==> src/rtl/approx_mul_accum_if.sv <==
// Handshake bundle between the approximate-multiplier product stream and the accumulator.
// Carries the start/len command, the product valid/ready stream and the result valid/ready stream.
// The slave modport is the accumulator side; the master modport is the driver/consumer side.
//
// Signals:
//   start, len              command: begin an accumulation of len products
//   in_valid/in_ready/in_prod   product stream from the multiplier
//   out_valid/out_ready     result handshake
//   out_sum/out_sat/out_cnt result payload (sum, sticky saturation, beats accumulated)
//   busy                    accumulator is not idle
interface approx_mul_accum_if #(
    parameter int PROD_W = 64,
    parameter int ACC_W  = 80,
    parameter int LEN_W  = 16
);
    logic              start;
    logic [LEN_W-1:0]  len;
    logic              in_valid;
    logic              in_ready;
    logic [PROD_W-1:0] in_prod;
    logic              out_valid;
    logic              out_ready;
    logic [ACC_W-1:0]  out_sum;
    logic              out_sat;
    logic [LEN_W-1:0]  out_cnt;
    logic              busy;

    modport slave (
        input  start,
        input  len,
        input  in_valid,
        input  in_prod,
        input  out_ready,
        output in_ready,
        output out_valid,
        output out_sum,
        output out_sat,
        output out_cnt,
        output busy
    );

    modport master (
        output start,
        output len,
        output in_valid,
        output in_prod,
        output out_ready,
        input  in_ready,
        input  out_valid,
        input  out_sum,
        input  out_sat,
        input  out_cnt,
        input  busy
    );
endinterface

==> src/rtl/approx_mul_accum.sv <==
// Purpose: saturating streaming accumulator of a programmed number of multiplier products.
// Latency: result valid the cycle after the last accepted product (cycle after start when len==0).
// Backpressure: in_ready only while accumulating; the result is held until out_ready.
//
// Ports:
//   clk    rising-edge clock
//   rst_n  asynchronous active-low reset; discards any partial accumulation
//   bus    approx_mul_accum_if.slave: start/len command, product stream in, result stream out
module approx_mul_accum #(
    parameter int PROD_W = 64,
    parameter int ACC_W  = 80,  // must be >= PROD_W
    parameter int LEN_W  = 16
) (
    input  logic              clk,
    input  logic              rst_n,
    approx_mul_accum_if.slave bus
);

    typedef enum logic [1:0] {
        IDLE = 2'd0,
        ACC  = 2'd1,
        DONE = 2'd2
    } state_t;

    state_t             state_q, state_d;
    logic [ACC_W-1:0]   acc_q,   acc_d;
    logic [LEN_W-1:0]   rem_q,   rem_d;
    logic [LEN_W-1:0]   cnt_q,   cnt_d;
    logic               sat_q,   sat_d;

    // One extra bit so the carry out of the accumulator add is visible.
    logic [ACC_W:0]     sum_ext;

    assign sum_ext = {1'b0, acc_q} + (ACC_W+1)'(bus.in_prod);

    // Next-state and datapath update
    always_comb begin
        state_d = state_q;
        acc_d   = acc_q;
        rem_d   = rem_q;
        cnt_d   = cnt_q;
        sat_d   = sat_q;

        case (state_q)
            IDLE: begin
                if (bus.start) begin
                    acc_d = '0;
                    sat_d = 1'b0;
                    cnt_d = '0;
                    rem_d = bus.len;
                    // A zero-length request completes immediately with a zero result.
                    state_d = (bus.len == '0) ? DONE : ACC;
                end
            end

            ACC: begin
                if (bus.in_valid) begin
                    // Once saturated the accumulator is pinned to all-ones; adding to
                    // all-ones either carries or adds zero, so the sticky flag alone
                    // is enough to keep it there.
                    if (sum_ext[ACC_W] || sat_q) begin
                        acc_d = '1;
                        sat_d = 1'b1;
                    end else begin
                        acc_d = sum_ext[ACC_W-1:0];
                    end
                    cnt_d = cnt_q + LEN_W'(1);
                    rem_d = rem_q - LEN_W'(1);
                    if (rem_q == LEN_W'(1)) begin
                        state_d = DONE;
                    end
                end
            end

            DONE: begin
                // start is deliberately not looked at here: a new run must begin in IDLE.
                if (bus.out_ready) begin
                    state_d = IDLE;
                end
            end

            default: begin
                state_d = IDLE;
            end
        endcase
    end

    always_ff @(posedge clk or negedge rst_n) begin
        if (!rst_n) begin
            state_q <= IDLE;
            acc_q   <= '0;
            rem_q   <= '0;
            cnt_q   <= '0;
            sat_q   <= 1'b0;
        end else begin
            state_q <= state_d;
            acc_q   <= acc_d;
            rem_q   <= rem_d;
            cnt_q   <= cnt_d;
            sat_q   <= sat_d;
        end
    end

    // Outputs come only from the registered state and datapath registers, so there is
    // no combinational path from the product stream to the result stream.
    assign bus.in_ready  = (state_q == ACC);
    assign bus.out_valid = (state_q == DONE);
    assign bus.busy      = (state_q != IDLE);
    assign bus.out_sum   = acc_q;
    assign bus.out_sat   = sat_q;
    assign bus.out_cnt   = cnt_q;

endmodule

==> src/flat_wrapper.sv <==
// flat-port wrapper written by rule: the top's interface ports become plain ports
module approx_mul_accum_flat 
#(
    parameter int PROD_W = 64,
    parameter int ACC_W  = 80,                      
    parameter int LEN_W  = 16
)
  (clk, rst_n, bus_start, bus_len, bus_in_valid, bus_in_prod, bus_out_ready, bus_in_ready, bus_out_valid, bus_out_sum, bus_out_sat, bus_out_cnt, bus_busy);
  approx_mul_accum_if #(.PROD_W(PROD_W), .ACC_W(ACC_W), .LEN_W(LEN_W)) bus_i ();
  input  logic clk;
  input  logic rst_n;
  input wire logic [$bits(bus_i.start)-1:0] bus_start;
  input wire logic [$bits(bus_i.len)-1:0] bus_len;
  input wire logic [$bits(bus_i.in_valid)-1:0] bus_in_valid;
  input wire logic [$bits(bus_i.in_prod)-1:0] bus_in_prod;
  input wire logic [$bits(bus_i.out_ready)-1:0] bus_out_ready;
  output wire logic [$bits(bus_i.in_ready)-1:0] bus_in_ready;
  output wire logic [$bits(bus_i.out_valid)-1:0] bus_out_valid;
  output wire logic [$bits(bus_i.out_sum)-1:0] bus_out_sum;
  output wire logic [$bits(bus_i.out_sat)-1:0] bus_out_sat;
  output wire logic [$bits(bus_i.out_cnt)-1:0] bus_out_cnt;
  output wire logic [$bits(bus_i.busy)-1:0] bus_busy;
  assign bus_i.start = bus_start;
  assign bus_i.len = bus_len;
  assign bus_i.in_valid = bus_in_valid;
  assign bus_i.in_prod = bus_in_prod;
  assign bus_i.out_ready = bus_out_ready;
  assign bus_in_ready = bus_i.in_ready;
  assign bus_out_valid = bus_i.out_valid;
  assign bus_out_sum = bus_i.out_sum;
  assign bus_out_sat = bus_i.out_sat;
  assign bus_out_cnt = bus_i.out_cnt;
  assign bus_busy = bus_i.busy;
  approx_mul_accum #(.PROD_W(PROD_W), .ACC_W(ACC_W), .LEN_W(LEN_W)) u_core (.clk(clk), .rst_n(rst_n), .bus(bus_i));
endmodule
==> config.mk <==
export PLATFORM = sky130hd
export DESIGN_NAME = approx_mul_accum_flat
export DESIGN_NICKNAME = d
export VERILOG_FILES = /design/src/rtl/approx_mul_accum_if.sv /design/src/rtl/approx_mul_accum.sv /design/src/flat_wrapper.sv
export SDC_FILE = /design/constraint.sdc
export NUM_CORES = 1
export LEC_CHECK = 0
export ABC_AREA = 0
export CAP_MARGIN = 20
export CORE_ASPECT_RATIO = 1.25
export CORE_MARGIN = 2
export CORE_UTILIZATION = 58
export CTS_CLUSTER_DIAMETER = 40
export DETAILED_ROUTE_END_ITERATION = 10
export PLACE_DENSITY = 0.88
export SYNTH_ARGS = -nofsm -noshare
export SYNTH_HDL_FRONTEND = slang
export SYNTH_SLANG_ARGS = --single-unit
==> constraint.sdc <==
create_clock -name clk -period 10.6 [get_ports clk]
set_clock_uncertainty 0.15 [all_clocks]
set_input_delay 2.12 -clock clk [delete_from_list [all_inputs] [get_ports clk]]
set_output_delay 2.12 -clock clk [all_outputs]
set_load 0.03 [all_outputs]
==> metrics.md, run 1 <==
| Metric | Value |
|---|---|
| Fmax | `0.165 GHz` |
| Top post-synthesis cells by area | `dfrtp_1, a21oi_1, ha_1, a21o_1, o21ai_0` |
| Startpoint Class | `input port` |
| Die Ht | `146 um` |
| First-pass GRT wire length | `around 49,000 um` |
| ANT cells | `0` |
| Final critical-path share of the clock period | `0.573` |
| Mapped cell area | `~9400 um^2` |
| Number of synthesis warnings | `0` |
| Number of CTS-inserted buffers | `17` |
| Via density | `6.60` |
| Syn Area/Cell | `8.13 um^2` |
| Hold_buf cts | `0` |
| Crit-path slowest cell | `nor2_2` |
| Total of max-cap violations | `0` |
| Outcome | `completed` |
| Final-stage net count | `1,450` |
| Filler cells | `1,185` |
| Critical path, cell by cell | `clkdlybuf4s50_1 -> ha_1 -> fa_1 -> a21o_1 -> a221oi_2 -> o21ai_2 -> a41oi_2 -> o31ai_2 -> o21a_1 -> a21o_1 -> nor2_2 -> nand2_1 -> o221a_2` |
| RSZ-0062 raised after global routing | `false` |
| Worst Path Class, Setup | `input port to register` |
| Slew @ Worst Pin | `0.968 ns` |
| Drt wl/cell | `19.7 um` |
| VDD IR max | `around 0.17 mV` |
| Worst hold path type | `register to register` |
| Leak pwr | `5.31 nW` |
| CTS sink cnt | `about 120` |
| CTS tree | `done` |
| Register clock-pin slew on the reported worst setup and hold paths | `0.05 ns` |
| Cell count after synthesis | `between 1,000 and 1,500` |
| TNS Setup | `0 ns` |
| Cell taking the most area after synthesis | `dfrtp_1` |
| Remaining global-route overflow | `0` |
| Hold_ws | `0.332 ns` |
| Async SR Flop Fraction | `1.00` |
| CP Buf/Inv Count | `1` |
| Layout cells sized above 1 | `0.0519` |
| Most used cell, CP | `a21o_1` |
| Hold Vio Cnt, Final | `0` |
| Clock buffer depth | `2` |
| Die Wd | `118 um` |
| Root Driver | `clkbuf_16` |
| Pwr per Cell Area | `290 nW/um^2` |
| Sequential cell area | `approximately 2900 um^2` |
| Netlist cell types | `77` |
| Synth Net Count | `around 1,300` |
| Area of the multi-input gates | `6110 um^2` |
| Core area | `16,000 um^2` |
| Vias in the first global route | `slightly below 10,000` |
| Via count | `10,100` |
| Site Rows | `52` |
| Max-slew violation count | `0` |
| I/O pin cnt | `185` |
| Worst path top cell family by delay | `compound AO/OA/AOI/OAI gates` |
| Post-synth EDFFs | `0` |
| Critical Path End Type | `register` |
| Total track usage | `0.344` |
| # setup viols final | `0` |
| Antenna violations before repair | `0` |
| Starting Density | `0.587` |
| Ys flop type | `dfrtp_1` |
| 1st-iter DRT viols | `approximately 1,100` |
| Clk Latency, worst-skew pair | `0.43 ns` |
| Residual DRC | `0` |
| Post-synthesis sequential area ratio | `0.306` |
| Post-CTS setup buffers | `0` |
| Tmin final | `roughly 6.1 ns` |
| Final ANT Viol Nets | `0` |
| Final GP Congestion | `0.977` |
| DR pass1 iterations | `5` |
| Area delta synth->final | `26.8%` |
| CP Data Required Time | `10.76 ns` |
| Die area | `17,200 um^2` |
| CP max FO | `17` |
| Max incr delay on CP | `0.77 ns` |
| Slew headroom | `0.355` |
| Post-cts repair resize count | `0` |
| I/O Buffers | `184` |
| H-tree levels | `4` |
| Synth top area share | `0.306` |
| Largest net degree at the start of global routing | `83` |
| Flop and latch count out of synthesis | `115` |
| Hpwl dp | `21,300 um` |
| Worst path arrival time | `6.23 ns` |
| Routed WL | `30,000 um` |
-- Yosys cell counts, types with 4 or more instances --
| library cell | number |
|---|---|
| xor2_1 | 29 |
| a31oi_1 | 30 |
| a21o_1 | 59 |
| a221oi_1 | 5 |
| a21boi_0 | 6 |
| and2_1 | 8 |
| ha_1 | 67 |
| a22oi_1 | 8 |
| and4_1 | 5 |
| nor2_1 | 82 |
| a21oi_1 | 171 |
| mux2i_1 | 6 |
| xnor2_1 | 36 |
| nand2b_1 | 11 |
| nand4_1 | 36 |
| nor3_1 | 28 |
| buf_2 | 14 |
| a22o_1 | 4 |
| o31ai_1 | 4 |
| a311oi_1 | 6 |
| o21ai_0 | 74 |
| nor4_1 | 11 |
| o21bai_1 | 24 |
| clkbuf_1 | 47 |
| dfrtp_1 | 115 |
| nand3_1 | 20 |
| and3_1 | 19 |
| o211ai_1 | 7 |
| a31o_2 | 6 |
| nand2_1 | 91 |
| a211oi_1 | 5 |
| inv_1 | 30 |
| o21ai_1 | 4 |
| o21a_1 | 13 |
| a221o_1 | 4 |
| or3_1 | 10 |
-- flip-flops by register name, indices dropped and copies added (netlist names) --
| signal | cells |
|---|---|
| u_core.bus.out_sum | 80 |
| u_core.bus.out_cnt | 16 |
| u_core.rem_q | 16 |
| u_core.state_q | 2 |
| u_core.bus.out_sat | 1 |
-- report_power, final --
part,internal [mW],total [mW],leakage [nW],switching (mW)
Combinational,0.830,2.12,3.52,1.29
Clock,0.403,0.615,0.303,0.212
Sequential,0.583,0.722,1.49,0.139
Total,1.82,3.46,5.31,1.64
-- worst register-to-register path: stages (launching register included) --
cell and delay [ns]:
dfrtp_1 0.40, ha_1 0.24, fa_1 0.42, a21o_1 0.23
a221oi_2 0.41, o21ai_2 0.14, a41oi_2 0.32, o31ai_2 0.13
o21a_1 0.24, a21o_1 0.41, nor2_2 0.77, nand2_1 0.12
o221a_2 0.30
-- layer usage --
layer | global-route usage | part of all wire | routed length (um) | up-vias
met2 | 0.584 | 0.49 | 14800 | 578
met1 | 0.417 | 0.39 | 11600 | 4760
li1 | - | - | - | 4591
met3 | 0.0598 | 0.072 | 2150 | 131
met4 | 0.181 | 0.046 | 1390 | 0
met5 | 0 | 0 | 0 | -
-- area by class of cell --
| class | count | area share |
|---|---|---|
| multi-input cells | 941 | 0.513 |
| repair buffers | 192 | 0.161 |
| inverters | 30 | 0.00945 |
| well taps | 216 | 0.0227 |
| clock inverters | 10 | 0.0131 |
| flip-flops and latches | 115 | 0.242 |
| clock buffers | 21 | 0.0387 |
-- worst paths after layout --
check                                                      to  slack (ns)  cells after the start                              start
setup / recovery           u_core.bus.out_sum[78]$_DFFE_PN0P_        4.53                     13                     bus_in_prod[0]
hold / removal                   u_core.rem_q[14]$_DFFE_PN0P_        0.33                      2       u_core.rem_q[14]$_DFFE_PN0P_
setup reg to reg           u_core.bus.out_sum[78]$_DFFE_PN0P_        6.20                     12  u_core.bus.out_sum[0]$_DFFE_PN0P_
hold reg to reg                  u_core.rem_q[14]$_DFFE_PN0P_        0.33                      2       u_core.rem_q[14]$_DFFE_PN0P_
max in group asynchronous  u_core.bus.out_sum[11]$_DFFE_PN0P_        7.40                      2                              rst_n
min in group asynchronous         u_core.rem_q[6]$_DFFE_PN0P_        1.55                      1                              rst_n
-- per-stage QoR --
| step | worst slack (ns) | cells | power [mW] | utilization | instance area (um^2) |
|---|---|---|---|---|---|
| 6_report | 4.53 | 1525 | 3.46 | 0.744 | 11900 |
| 3_3_place_gp | 4.25 | 1493 | 2.73 | 0.704 | 11300 |
| 3_5_place_dp | 4.09 | 1493 | 2.78 | 0.704 | 11300 |
| 2_1_floorplan | 5.49 | 1155 | 2.17 | - | 9390 |
| 5_1_grt | 4.39 | 1525 | 3.67 | 0.744 | 11900 |
| 4_1_cts | 4.52 | 1524 | 3.41 | 0.742 | 11900 |
-- placed cells by master, fill, tap and decap left out, types with 17 or more instances in the layout --
cell type / instances
and3_1: 19
nand4_1: 36
inv_1: 30
clkdlybuf4s50_1: 183
a21o_1: 59
dfrtp_1: 115
xor2_1: 29
a31oi_1: 30
a21oi_1: 171
o21ai_0: 74
nor2_1: 81
nor3_1: 28
nand2_1: 91
xnor2_1: 36
o21bai_1: 24
clkbuf_16: 17
ha_1: 67
nand3_1: 20
-- cells by family (layout without fill, tap and decap cells) --
logic type      Yosys count  in the layout  synth area share
buf+inv                  99            253            0.0444
fa+ha+maj                68             68            0.0914
compound gates          465            465             0.315
flops                   115            115             0.306
mux                       6              6           0.00640
simple gates            337            337             0.176
xor+xnor                 65             65            0.0606
Power figures use the tool's default switching activity.
==> inputs of run 2 (changes only) <==
Settings changed: CORE_UTILIZATION 58 to 53, PLACE_DENSITY 0.88 to 0.82.
Clock period 10.6 ns to 6.3 ns, I/O delays scaled along.
==> metrics.md, run 2 (synthesized netlist as in run 1, its figures left out) <==
| Metric | Value |
|---|---|
| Hold_buf cts | `0 (unchanged)` |
| Commonest cells after routing, fill and taps aside | `clkdlybuf4s50_1, a21oi_1, dfrtp_1, nand2_1, nor2_1` |
| Area delta synth->final | `26.6%` |
| Worst path arrival time | `5.01 ns (-1.22 ns)` |
| Total track usage | `0.304 (-0.0399)` |
| DR pass1 iterations | `5 (unchanged)` |
| Largest net degree at the start of global routing | `82 (-1.2%)` |
| Number of CTS-inserted buffers | `17 (unchanged)` |
| Residual DRC | `0 (unchanged)` |
| CP Data Required Time | `6.45 ns (-4.31 ns)` |
| Post-Route Utilization | `0.682 (-0.0623)` |
| CP max FO | `19 (+2)` |
| Final critical-path share of the clock period | `0.771` |
| Register clock-pin slew on the reported worst setup and hold paths | `0.06 ns (about the same)` |
| Hpwl dp | `20,600 um (-3.2%)` |
| RSZ-0062 raised after global routing | `false` |
| Outcome | `completed` |
| Max FFs per register | `80 (unchanged)` |
| Die area | `18,800 um^2 (+9.1%)` |
| # setup viols final | `0 (unchanged)` |
| Slew headroom | `0.359 (+0.00479)` |
| Fmax | `~0.2 GHz` |
| Placed inst area | `11,300 um^2 (+0.29%)` |
| Via density | `6.30 (-4.4%)` |
| Final Power | `5.68 mW (+64%)` |
| Vias in the first global route | `9,310 (-4.9%)` |
| Final Cell Area | `11,900 um^2 (-0.21%)` |
| Total of max-cap violations | `0 (unchanged)` |
| Remaining global-route overflow | `0 (unchanged)` |
| Tmin final | `4.85 ns` |
| VDD IR max | `0.276 mV (+63%)` |
| Hold Vio Cnt, Final | `0 (unchanged)` |
| CTS tree | `done` |
| Final ANT Viol Nets | `0 (unchanged)` |
| Root Driver | `clkbuf_16` |
| CTS sink cnt | `115 (unchanged)` |
| Pwr per Cell Area | `478 nW/um^2 (+64%)` |
| Post-cts repair resize count | `0 (unchanged)` |
| Final GP Congestion | `0.936 (-4.2%)` |
| Site Rows | `54 (+3.8%)` |
| Clk Latency, worst-skew pair | `0.42 ns (about the same)` |
| Worst Path Class, Setup | `input port to register` |
| Clock buffer depth | `2 (unchanged)` |
| Max-slew violation count | `0 (unchanged)` |
| Antenna violations before repair | `0 (unchanged)` |
| Via count | `9,676 (-3.8%)` |
| Die Ht | `153 um (+4.5%)` |
| Worst hold path type | `register to register` |
| Leak pwr | `5.29 nW (-0.50%)` |
| Worst path top cell family by delay | `compound AO/OA/AOI/OAI gates` |
| I/O Buffers | `184 (unchanged)` |
| Die Wd | `123 um (+4.5%)` |
| Startpoint Class | `input port` |
| Critical Path End Type | `register` |
| Drt wl/cell | `18.5 um (-6.0%)` |
| Critical path, cell by cell | `clkdlybuf4s50_1 -> ha_1 -> fa_1 -> a21o_1 -> a221oi_2 -> o21ai_2 -> a41oi_2 -> o31ai_2 -> o21a_1 -> a21oi_4 -> buf_4 -> buf_4 -> a21oi_1 -> a21o_1` |
| ANT cells | `0 (unchanged)` |
| Reg-to-reg startpoint | `u_core.bus.out_sum[0]$_DFFE_PN0P_` |
| H-tree levels | `4 (unchanged)` |
| Routed WL | `28,400 um (-5.4%)` |
| Core area | `17,400 um^2 (+8.9%)` |
| Layout cells sized above 1 | `0.0542 (+0.00221)` |
| Hold Startpoint | `u_core.rem_q[6]$_DFFE_PN0P_` |
| Crit-path slowest cell | `a21oi_4` |
| I/O pin cnt | `185 (unchanged)` |
| Commonest non-fill, non-tap cell in the layout | `clkdlybuf4s50_1` |
| Max incr delay on CP | `0.47 ns (-0.30 ns)` |
| 1st-iter DRT viols | `697 (-35%)` |
| First-pass GRT wire length | `46,300 um (-4.7%)` |
| Slew @ Worst Pin | `0.961 ns (-0.00718 ns)` |
| TNS Setup | `0 ns (unchanged)` |
| Post-CTS setup buffers | `0 (unchanged)` |
| CP Buf/Inv Count | `3 (+2)` |
| Final-stage net count | `1,452 (+0.14%)` |
| Crit path from | `bus_in_prod[0]` |
| Starting Density | `0.539 (-0.0480)` |
## run 2: changes by cell type in the layout (fill, tap and decap cells not counted), sizes merged
cell / before / now
clkbuf: 21 / 20
buf: 9 / 11
clkinvlp: 1 / 4
clkinv: 5 / 4
inv: 30 / 31
bufinv: 4 / 2
## run 2: layout make-up
cell class	count	area, um^2
timing repair buffer	194	1910
fill	1486	5550
clock buffer	20	457
clock inverter	11	130
sequential	115	2880
tap	224	280
inverter	30	113
multi-input combinational	941	6110
## run 2: stage by stage
step | hold WS, ns | std cells | setup slack (ns)
6_report | 0.337 | 1535 | 1.45
4_1_cts | 0.339 | 1535 | 1.49
2_1_floorplan | 0.300 | 1155 | 2.05
5_1_grt | 0.365 | 1535 | 1.22
3_5_place_dp | 0.327 | 1504 | 1.07
3_3_place_gp | 0.320 | 1504 | 1.12
## run 2: routing by layer
| layer | wire length (um) | GRT usage | up-vias |
|---|---|---|---|
| li1 | - | - | 4590 |
| met1 | 11800 | 0.395 | 4602 |
| met2 | 13900 | 0.501 | 412 |
| met3 | 1910 | 0.0522 | 72 |
| met4 | 841 | 0.117 | 0 |
| met5 | 0 | 0 | - |
## run 2: final timing paths
kind                       cells past startpoint  slack [ns]                            endpoint
max                                           14        1.45  u_core.bus.out_sum[38]$_DFFE_PN0P_
min                                            2        0.34         u_core.rem_q[6]$_DFFE_PN0P_
max reg2reg                                   13        2.27  u_core.bus.out_sum[38]$_DFFE_PN0P_
min reg2reg                                    2        0.34         u_core.rem_q[6]$_DFFE_PN0P_
max in group asynchronous                      2        4.04  u_core.bus.out_sum[51]$_DFFE_PN0P_
min in group asynchronous                      1        0.81  u_core.bus.out_sum[14]$_DFFE_PN0P_
## run 2: report_power, final
part	switching, mW	total, mW	internal (mW)
Sequential	0.230	1.21	0.981
Clock	0.366	0.969	0.602
Combinational	2.11	3.50	1.39
## run 2: tightest hold or removal path, stage by stage, from the launching register on
cell and delay (ns):
dfrtp_1 0.34, nand2_1 0.05, o21ai_0 0.06
